$ cat src/rtl/uart_tx_fifo.sv
`default_nettype none
// ============================================================================
// Module   : uart_tx_fifo
// Purpose  : Parametrised UART transmitter with an internal write FIFO.
//            Bytes enter through a valid/ready port, are queued, and are
//            serialised LSB-first as start / data / [parity] / stop frames.
//            Frames run back-to-back when the FIFO still holds data at the
//            end of a stop bit.
// Ports    : clk, rst        - clock, synchronous active-high reset
//            wr_valid_i      - write request (level-sensitive)
//            wr_data_i       - data word to transmit (DATA_BITS wide)
//            wr_ready_o      - FIFO can accept a write this cycle
//            txd_o           - serial output, idle high
//            busy_o          - frame in progress or FIFO non-empty
//            fifo_count_o    - entries currently queued
//            done_o          - one-cycle pulse on the last stop-bit cycle
//            brk_i           - break request (only with UART_TX_BREAK_EN)
// Options  : `define UART_TX_BREAK_EN to add the line-break feature: while
//            brk_i is high in IDLE the line is held low and pops are held
//            off; after release the line idles high for one bit time.
// Params   : CLK_DIV 2..65535, DATA_BITS 5..9, PARITY 0/1/2 (none/odd/even),
//            STOP_BITS 1..2, FIFO_DEPTH power of two 2..256
// Revision : 1.0 - initial release
// ============================================================================
module uart_tx_fifo #(
    parameter int CLK_DIV    = 868,
    parameter int DATA_BITS  = 8,
    parameter int PARITY     = 0,
    parameter int STOP_BITS  = 1,
    parameter int FIFO_DEPTH = 16
) (
    input  logic                          clk,
    input  logic                          rst,
    input  logic                          wr_valid_i,
    input  logic [DATA_BITS-1:0]          wr_data_i,
    output logic                          wr_ready_o,
    output logic                          txd_o,
    output logic                          busy_o,
    output logic [$clog2(FIFO_DEPTH):0]   fifo_count_o,
    output logic                          done_o
`ifdef UART_TX_BREAK_EN
    ,
    input  logic                          brk_i
`endif
);

    localparam int c_aw = $clog2(FIFO_DEPTH);
    localparam int c_cw = c_aw + 1;
    localparam int c_iw = $clog2(DATA_BITS);

    localparam logic [15:0]     c_bit_last = 16'(CLK_DIV - 1);
    localparam logic [c_iw-1:0] c_idx_last = c_iw'(DATA_BITS - 1);
    localparam logic            c_stop_last = (STOP_BITS == 2);
`ifdef UART_TX_BREAK_EN
    // The IDLE cycle in which brk_i is seen low already counts as the first
    // cycle of the post-break mark, so the gap state covers the rest.
    localparam logic [15:0]     c_gap_first = 16'(CLK_DIV - 2);
`endif

    typedef enum logic [2:0] {
        S_IDLE  = 3'd0,
        S_START = 3'd1,
        S_DATA  = 3'd2,
        S_PAR   = 3'd3,
        S_STOP  = 3'd4
`ifdef UART_TX_BREAK_EN
        ,
        S_GAP   = 3'd5
`endif
    } state_t;

    // ------------------------------------------------------------------
    // FIFO storage and pointers
    // ------------------------------------------------------------------
    logic [DATA_BITS-1:0] mem_q [FIFO_DEPTH];
    logic [c_aw-1:0]      wr_ptr_q;
    logic [c_aw-1:0]      rd_ptr_q;
    logic [c_cw-1:0]      count_q;

    logic                 w_push;
    logic                 w_pop;
    logic                 w_fifo_nempty;
    logic [DATA_BITS-1:0] w_head;
    logic                 w_head_par;

    // FIFO_DEPTH is a power of two, so count < FIFO_DEPTH exactly when the
    // count's top bit is clear.
    assign wr_ready_o    = ~count_q[c_aw];
    assign w_push        = wr_valid_i && wr_ready_o;
    assign w_fifo_nempty = (count_q != '0);
    assign w_head        = mem_q[rd_ptr_q];
    // Odd parity inverts the data XOR so the total number of ones is odd.
    assign w_head_par    = (PARITY == 1) ? ~(^w_head) : (^w_head);

    always_ff @(posedge clk) begin
        if (w_push) begin
            mem_q[wr_ptr_q] <= wr_data_i;
        end
    end

    always_ff @(posedge clk) begin
        if (rst) begin
            wr_ptr_q <= '0;
            rd_ptr_q <= '0;
            count_q  <= '0;
        end else begin
            if (w_push) begin
                wr_ptr_q <= wr_ptr_q + 1'b1;
            end
            if (w_pop) begin
                rd_ptr_q <= rd_ptr_q + 1'b1;
            end
            case ({w_push, w_pop})
                2'b10:   count_q <= count_q + 1'b1;
                2'b01:   count_q <= count_q - 1'b1;
                default: count_q <= count_q;
            endcase
        end
    end

    assign fifo_count_o = count_q;

    // ------------------------------------------------------------------
    // Transmit FSM
    // ------------------------------------------------------------------
    state_t               state_q, state_d;
    logic [15:0]          baud_q, baud_d;
    logic [c_iw-1:0]      bit_idx_q, bit_idx_d;
    logic [DATA_BITS-1:0] shift_q, shift_d;
    logic                 par_q, par_d;
    logic                 stop_idx_q, stop_idx_d;
    logic                 w_bit_end;
    logic                 w_load;
`ifdef UART_TX_BREAK_EN
    logic                 brk_seen_q, brk_seen_d;
`endif

    assign w_bit_end = (baud_q == 16'd0);

    always_ff @(posedge clk) begin
        if (rst) begin
            state_q    <= S_IDLE;
            baud_q     <= '0;
            bit_idx_q  <= '0;
            shift_q    <= '0;
            par_q      <= 1'b0;
            stop_idx_q <= 1'b0;
`ifdef UART_TX_BREAK_EN
            brk_seen_q <= 1'b0;
`endif
        end else begin
            state_q    <= state_d;
            baud_q     <= baud_d;
            bit_idx_q  <= bit_idx_d;
            shift_q    <= shift_d;
            par_q      <= par_d;
            stop_idx_q <= stop_idx_d;
`ifdef UART_TX_BREAK_EN
            brk_seen_q <= brk_seen_d;
`endif
        end
    end

    always_comb begin
        state_d    = state_q;
        baud_d     = baud_q;
        bit_idx_d  = bit_idx_q;
        shift_d    = shift_q;
        par_d      = par_q;
        stop_idx_d = stop_idx_q;
        w_load     = 1'b0;
        w_pop      = 1'b0;
        txd_o      = 1'b1;
        done_o     = 1'b0;
`ifdef UART_TX_BREAK_EN
        brk_seen_d = brk_seen_q;
`endif

        // The bit-time counter only runs while a frame (or gap) is active.
        if (state_q != S_IDLE) begin
            baud_d = w_bit_end ? c_bit_last : (baud_q - 16'd1);
        end

        case (state_q)
            S_IDLE: begin
`ifdef UART_TX_BREAK_EN
                if (brk_i) begin
                    txd_o      = 1'b0;
                    brk_seen_d = 1'b1;
                end else if (brk_seen_q) begin
                    brk_seen_d = 1'b0;
                    baud_d     = c_gap_first;
                    state_d    = S_GAP;
                end else if (w_fifo_nempty) begin
                    w_load = 1'b1;
                end
`else
                if (w_fifo_nempty) begin
                    w_load = 1'b1;
                end
`endif
            end
            S_START: begin
                txd_o = 1'b0;
                if (w_bit_end) begin
                    bit_idx_d = '0;
                    state_d   = S_DATA;
                end
            end
            S_DATA: begin
                txd_o = shift_q[0];
                if (w_bit_end) begin
                    shift_d = shift_q >> 1;
                    if (bit_idx_q == c_idx_last) begin
                        stop_idx_d = 1'b0;
                        state_d    = (PARITY != 0) ? S_PAR : S_STOP;
                    end else begin
                        bit_idx_d = bit_idx_q + 1'b1;
                    end
                end
            end
            S_PAR: begin
                txd_o = par_q;
                if (w_bit_end) begin
                    stop_idx_d = 1'b0;
                    state_d    = S_STOP;
                end
            end
            S_STOP: begin
                if (w_bit_end) begin
                    if (stop_idx_q == c_stop_last) begin
                        done_o = 1'b1;
                        // Chain straight into the next start bit if data waits.
                        if (w_fifo_nempty) begin
                            w_load = 1'b1;
                        end else begin
                            state_d = S_IDLE;
                        end
                    end else begin
                        stop_idx_d = 1'b1;
                    end
                end
            end
`ifdef UART_TX_BREAK_EN
            S_GAP: begin
                if (w_bit_end) begin
                    if (w_fifo_nempty) begin
                        w_load = 1'b1;
                    end else begin
                        state_d = S_IDLE;
                    end
                end
            end
`endif
            default: begin
                state_d = S_IDLE;
            end
        endcase

        if (w_load) begin
            w_pop   = 1'b1;
            shift_d = w_head;
            par_d   = w_head_par;
            baud_d  = c_bit_last;
            state_d = S_START;
        end
    end

    assign busy_o = (state_q != S_IDLE) || w_fifo_nempty;

endmodule
`default_nettype wire

$ cat config.mk
export PLATFORM = sky130hd
export DESIGN_NAME = uart_tx_fifo
export DESIGN_NICKNAME = d
export VERILOG_FILES = /design/src/rtl/uart_tx_fifo.sv
export SDC_FILE = /design/constraint.sdc
export NUM_CORES = 1
export LEC_CHECK = 0
export ABC_AREA = 1
export CORE_MARGIN = 4
export CORE_UTILIZATION = 25
export DETAILED_ROUTE_END_ITERATION = 6
export PLACE_DENSITY_LB_ADDON = 0.05
export SLEW_MARGIN = 5
export SYNTH_ARGS = -nofsm -noshare
export SYNTH_HDL_FRONTEND = slang
export SYNTH_SLANG_ARGS = --single-unit
$ cat constraint.sdc
create_clock -name clk -period 4.3 [get_ports clk]
set_input_delay 0.86 -clock clk [delete_from_list [all_inputs] [get_ports clk]]
set_output_delay 0.86 -clock clk [all_outputs]
set_load 0.005 [all_outputs]
Yosys cells after proc, flatten, opt, wreduce, memory -nomap -nowiden
Memories as Yosys holds them, arrays and structs flattened. A register that Yosys moved wholly into a read port is not among the register bits.
Index checks and enable logic that the tools add are counted.
Widths: inputs -> output; s select.
{ "totals": {"regBits": 45, "mem_bits_rw": 128, "out_inout_bits": 9, "n_memories": 1} }
{ "memory_table": {"columns": ["memory", "words", "word_bits", "read_ports", "rd_clocked_by_memory_dff", "wr", "line_no", "rtl"], "rows": [
  ["mem_q", 16, 8, 1, 1, 1, "75", "logic [DATA_BITS-1:0] mem_q [FIFO_DEPTH];"]
]} }
{ "classes": {"n_addsub": 6, "eq_ne": 23, "muxes": 39, "bitwise_logic": 2, "reduce_logical": 19} }
{ "op_table": {"columns": ["op", "count"], "rows": [
  ["$mux 3", 10],
  ["$mux 8", 3],
  ["$ne 3x3->1 const B", 7],
  ["$mux 10", 2],
  ["$ne 2x2->1 const B", 9],
  ["$logic_not 16->1", 1],
  ["$mux 16", 1],
  ["$reduce_and 8->1", 2],
  ["$sub 16x1->16 const B", 1],
  ["$mux 1", 15],
  ["$pmux 3 s5", 1],
  ["$pmux 5 s2", 1],
  ["$reduce_bool 2->1", 5],
  ["$add 4x1->4 const B", 2],
  ["$mux 4", 2],
  ["$reduce_xor 8->1", 1],
  ["$eq 3x2->1 const B", 2],
  ["$eq 3x3->1 const B", 2],
  ["$pmux 1 s3", 2],
  ["$pmux 3 s2", 1],
  ["$reduce_bool 3->1", 2],
  ["$add 5x1->5 const B", 1],
  ["$reduce_and 5->1", 1],
  ["$reduce_bool 5->1", 1],
  ["other kinds (13)", 14]
]} }

Logic depth before layout (Yosys ltp)
{ "depth": {"word_depth": 8, "mapped_depth": 19, "depth_no_buf": 17} }

Worst setup path after synthesis
No wires, ideal clock.
{ "synth_path": {"path_type": "reg-to-reg", "from": "register baud_q[0]", "to": "register count_q[4], in the netlist fifo_count_o[4]", "setup_time_ps": 117, "t_arrival_ps": 2300, "required_ps": 4183, "setup_slack_ps": 1882, "path_stages_with_launch": 18, "synth_period_minus_slack_ps": 2418, "cell_sequence": "dfxtp_1 inv_1 ha_1 nand2_1 nor3_2 nand2_2 a21oi_4 buf_2 ha_1 xor2_1 ha_1 inv_1 nand2_2 nand3_2 nand3_1 nand2_1 nor2_1 nor2_1"} }
{ "synth_between": {"elab_chain_len": 6, "elab_cells_between_ends": 8} }
{ "synth_rtl": {"columns": ["element", "line_no", "rtl"], "rows": [
  ["start: declaration", "127", "logic [15:0] baud_q, baud_d;"],
  ["start signal: assignment", "153", "baud_q <= baud_d;"],
  ["$logic_not 16->1 *", "138", "assign w_bit_end = (baud_q == 16'd0);"],
  ["$mux 1 *", "230", "if (w_bit_end) begin"],
  ["$pmux 1 s2 *", "184", "case (state_q)"],
  ["named net w_load", "133", "logic w_load;"],
  ["$mux 1 *", "260", "if (w_load) begin"],
  ["$eq 2x1->1 / $eq 2x2->1 (equally long branches)", "113", "case ({w_push, w_pop})"],
  ["$pmux 5 s2 / $reduce_bool 2->1 (equally long branches)", null, null],
  ["end signal: assignment", "114", "2'b10: count_q <= count_q + 1'b1;"],
  ["end signal: assignment", "115", "2'b01: count_q <= count_q - 1'b1;"],
  ["end signal: assignment", "116", "default: count_q <= count_q;"],
  ["end: declaration", "78", "logic [c_cw-1:0] count_q;"]
]} }
Mark *: on every way through the listed nets, which the timed path passes. The rest lies on a longest branch.
A chain may end at the register's enable or synchronous reset.

Worst setup path after layout
{ "layout_path": {"from": "register state_q[2]", "to": "output busy_o"} }
{ "layout_between": {"elab_chain_len": 2} }
{ "layout_rtl": {"columns": ["element", "line_no", "rtl"], "rows": [
  ["start: declaration", "126", "state_t state_q, state_d;"],
  ["start signal: assignment", "152", "state_q <= state_d;"],
  ["$reduce_bool 3->1", "269", "assign busy_o = (state_q != S_IDLE) || w_fifo_nempty;"],
  ["$logic_or 1x1->1", "269", null],
  ["end: declaration", "38", "output logic busy_o,"]
]} }
Every way passes these cells.

==> impl_results.md <==
* Status: completed
* Clock Power Share at 25.9%
* Setup slack, reg-to-reg at 1.66 ns
* Worst Skew at 0.0137 ns
* Total Routing Usage GR at 13.0%
* Setup TNS at 0 ns
* Startpoint Class: register
* PortBufs at 19
* TritonCTS clock tree: built
* Setup crit end: busy_o
* Cts hold-fix bufs at 0
* Pin count of the biggest net entering global routing at 61
* H-tree levels at 4
* Total net switching power at 2.42 mW
* Worst Path Max Fanout at 11
* Row Count at 65
* Buffer count from post-CTS setup fixing at 0
* Fill cells at 3423
* Gates resized, CTS repair at 0
* R2r endpoint: par_q
* Area leader, netlist: edfxtp_1
* Vias in the first global route at 5732
* Worst vdd rail ir drop at 307 uV
* CP arrival at 2.13 ns
* Die span in x at 188 um
* FF-to-FF path depth at 13
* DR WL/cell at 16.9 um
* P&R area growth vs syn at 13.7%
* Share of the synthesized area in the top cell type at 47.5%
* Yosys reg bits at 176
* Core box area at 31700 um^2
* Crit. End Element: output pin
* Global-route wire length before repair at 34700 um
* FMAX at 334 MHz
* Grt ovf at 0
* # DRC at 0
* Ranking of synthesized cells by area: edfxtp_1 (48%), nand2_1 (12%), dfxtp_1 (12%)
* Footprint of the multi-input gates at 2700 um^2
* Clk buf depth at 2
* DRT iter0 DRCs at 312
* Final Critical Period at 2.99 ns
* Final #Nets at 917
* Synthesized netlist cell count at 882
* FF+latch area at 4810 um^2
* Hold Fails Final Rpt at 0
* Finished Layout Cells at 1309
* Detail Placement HPWL at 14800 um
* Register share of total power at 35.8%
* Req. time, crit path at 3.44 ns
* Post-Syn Area at 8090 um^2
* WS Path Type: reg -> out
* Final setup viols at 0
* Post-Syn Nets at 905
* Overall routed net length at 22200 um
* Slew Viols, Final at 0
* Slew HR at 34.9%
* Period utilization at 69.6%
* Total number of vias at 5665
* Placed Cells at 1277
* Die height at 188 um
* Diode count at 0
* Drt first pass iters at 4
* CP Launch Point: state_q[2]
* Clk sinks at 176
* Worst hold path type: reg -> reg
* Syn. warnings at 0
* Pwr/cell area at 644 nW/um^2
* Sequential area share after synthesis at 59.4%
* Remaining antenna violation count at 0
* Root Driver: clkbuf_16
* Avg Cell Area, Syn at 9.17 um^2
* Unrepaired setup endpoints after global routing: false
* Initial antenna violation count at 0
* Num CTS Buffers at 17
* Logic gate share of total power at 38.3%
* Die ar. at 35300 um^2
* Initial Utilization at 25.5%
* Lkg Pwr at 3.70 nW
* Clk slew on worst S/H paths at 0.08 ns
* Switch share at 40.9%
* Internal at 3.50 mW
* Max_cap viols at 0
* Worst-Skew Late Latency at 0.44 ns
* Top Ports at 20
* Post-DR vias/cell at 4.33
* Layout cells sized above 1 at 7.94%
* Synth cell types at 40
* Final Wtd Congestion at 0.738
* Slew @ Worst Pin at 0.974 ns
-- layer usage --
metal	up-vias	GRT usage, %	part of all wire, %
li1	2889	-	-
met1	2703	18.3	51
met2	51	20.5	46
met3	22	2.12	1.8
met4	0	4.15	1.6
met5	-	0	0
-- cells in the mapped netlist --
library cell / number
a31oi_1: 4
inv_1: 98
o21ai_2: 1
a21oi_4: 1
o22ai_1: 1
o221ai_1: 1
and3_1: 1
nand2_1: 264
edfxtp_1: 128
buf_8: 1
clkbuf_1: 6
a31o_2: 1
buf_4: 4
o21ai_1: 1
dfxtp_1: 48
or2_2: 2
inv_2: 5
nand2_2: 8
o211ai_1: 1
nand2_4: 2
nor3_2: 2
nor3_1: 11
nand4_1: 2
nor2_2: 4
or2_0: 3
a311oi_1: 3
buf_6: 4
o21bai_1: 1
buf_1: 1
a21oi_1: 21
o211ai_2: 3
o21ai_0: 28
nand3_2: 4
ha_1: 12
xor2_1: 12
nand3_1: 81
inv_4: 1
nor2_1: 91
buf_2: 15
xnor2_1: 5
-- state kept, by name (all words and copies together), names as in the netlist, named ones only --
name	flops
state_q	3
baud_q	16
par_q	1
bit_idx_q	3
shift_q	8
rd_ptr_q	4
wr_ptr_q	4
fifo_count_o	5
mem_q	128
-- cell usage in the layout, fill, tap and decap left out, types with 5 or more instances in the layout --
cell,netlist,routed
buf_4,4,5
nand3_1,81,81
nor3_1,11,11
dfxtp_1,48,47
nand2_1,264,264
o21ai_0,28,28
clkdlybuf4s50_1,0,19
xnor2_1,5,5
nor2_1,91,91
nand2_2,8,8
edfxtp_1,128,128
a21oi_1,21,21
inv_8,0,6
clkbuf_16,0,17
inv_2,5,5
inv_1,98,98
xor2_1,12,12
ha_1,12,12
-- cell families (layout without fill, tap and decap cells) --
| family | after synthesis | after routing | share of synthesized area, % |
|---|---|---|---|
| XOR/XNOR | 17 | 17 | 1.84 |
| AO/OA/AOI/OAI | 67 | 67 | 4.98 |
| flip-flops | 176 | 176 | 59.4 |
| AND/OR/NAND/NOR | 475 | 475 | 24.7 |
| buffers and inverters | 135 | 160 | 7.22 |
| adder cells (fa/ha/maj) | 12 | 12 | 1.86 |
-- power by group through the flow --
stage / clock [mW] / combinational (mW) / sequential [mW]
finish: 1.54 / 2.27 / 2.12
global route: 1.65 / 2.64 / 2.14
CTS: 1.59 / 2.34 / 2.12
detailed placement: 0 / 2.32 / 2.16
global placement: 0 / 2.34 / 2.16
floorplan: 0 / 1.75 / 2.09
-- critical path, stage by stage, from the launching register on --
cell,delay [ns]
dfxtp_1,0.49
inv_1,0.10
nand2_1,0.22
nor2_1,0.08
inv_1,0.25
clkdlybuf4s50_1,0.57
-- how the worst min path moves through the flow --
stage	startpoint	to	slack (ns)	depth (start not counted)
after floorplan	shift_q[7]	shift_q[7]	0.44	2
after global placement	shift_q[7]	shift_q[7]	0.45	2
after detailed placement	shift_q[7]	shift_q[7]	0.45	2
after CTS	shift_q[7]	shift_q[7]	0.47	2
after global routing	shift_q[7]	shift_q[7]	0.49	2
final	shift_q[7]	shift_q[7]	0.46	2
-- cell type report --
cell class | instances | share of cell area, %
Multi-Input combinational cell | 571 | 29.4
Clock inverter | 15 | 1.55
Inverter | 104 | 4.27
Tap cell | 402 | 5.47
Clock buffer | 17 | 4.62
Sequential cell | 176 | 52.2
Timing Repair Buffer | 24 | 2.48
-- through the flow --
stage               area, um^2  utilization (%)  power [mW]  hold WS (ns)  setup WS [ns]
floorplan                 8090                -        3.84         0.439           1.88
global placement          8630             27.2        4.51         0.450           1.31
detailed placement        8630             27.2        4.48         0.454           1.27
CTS                       9200             29.0        6.05         0.467           1.26
global route              9200             29.0        6.44         0.485           1.09
finish                    9200             29.0        5.92         0.463           1.31
(Power assumes the default switching activity.)
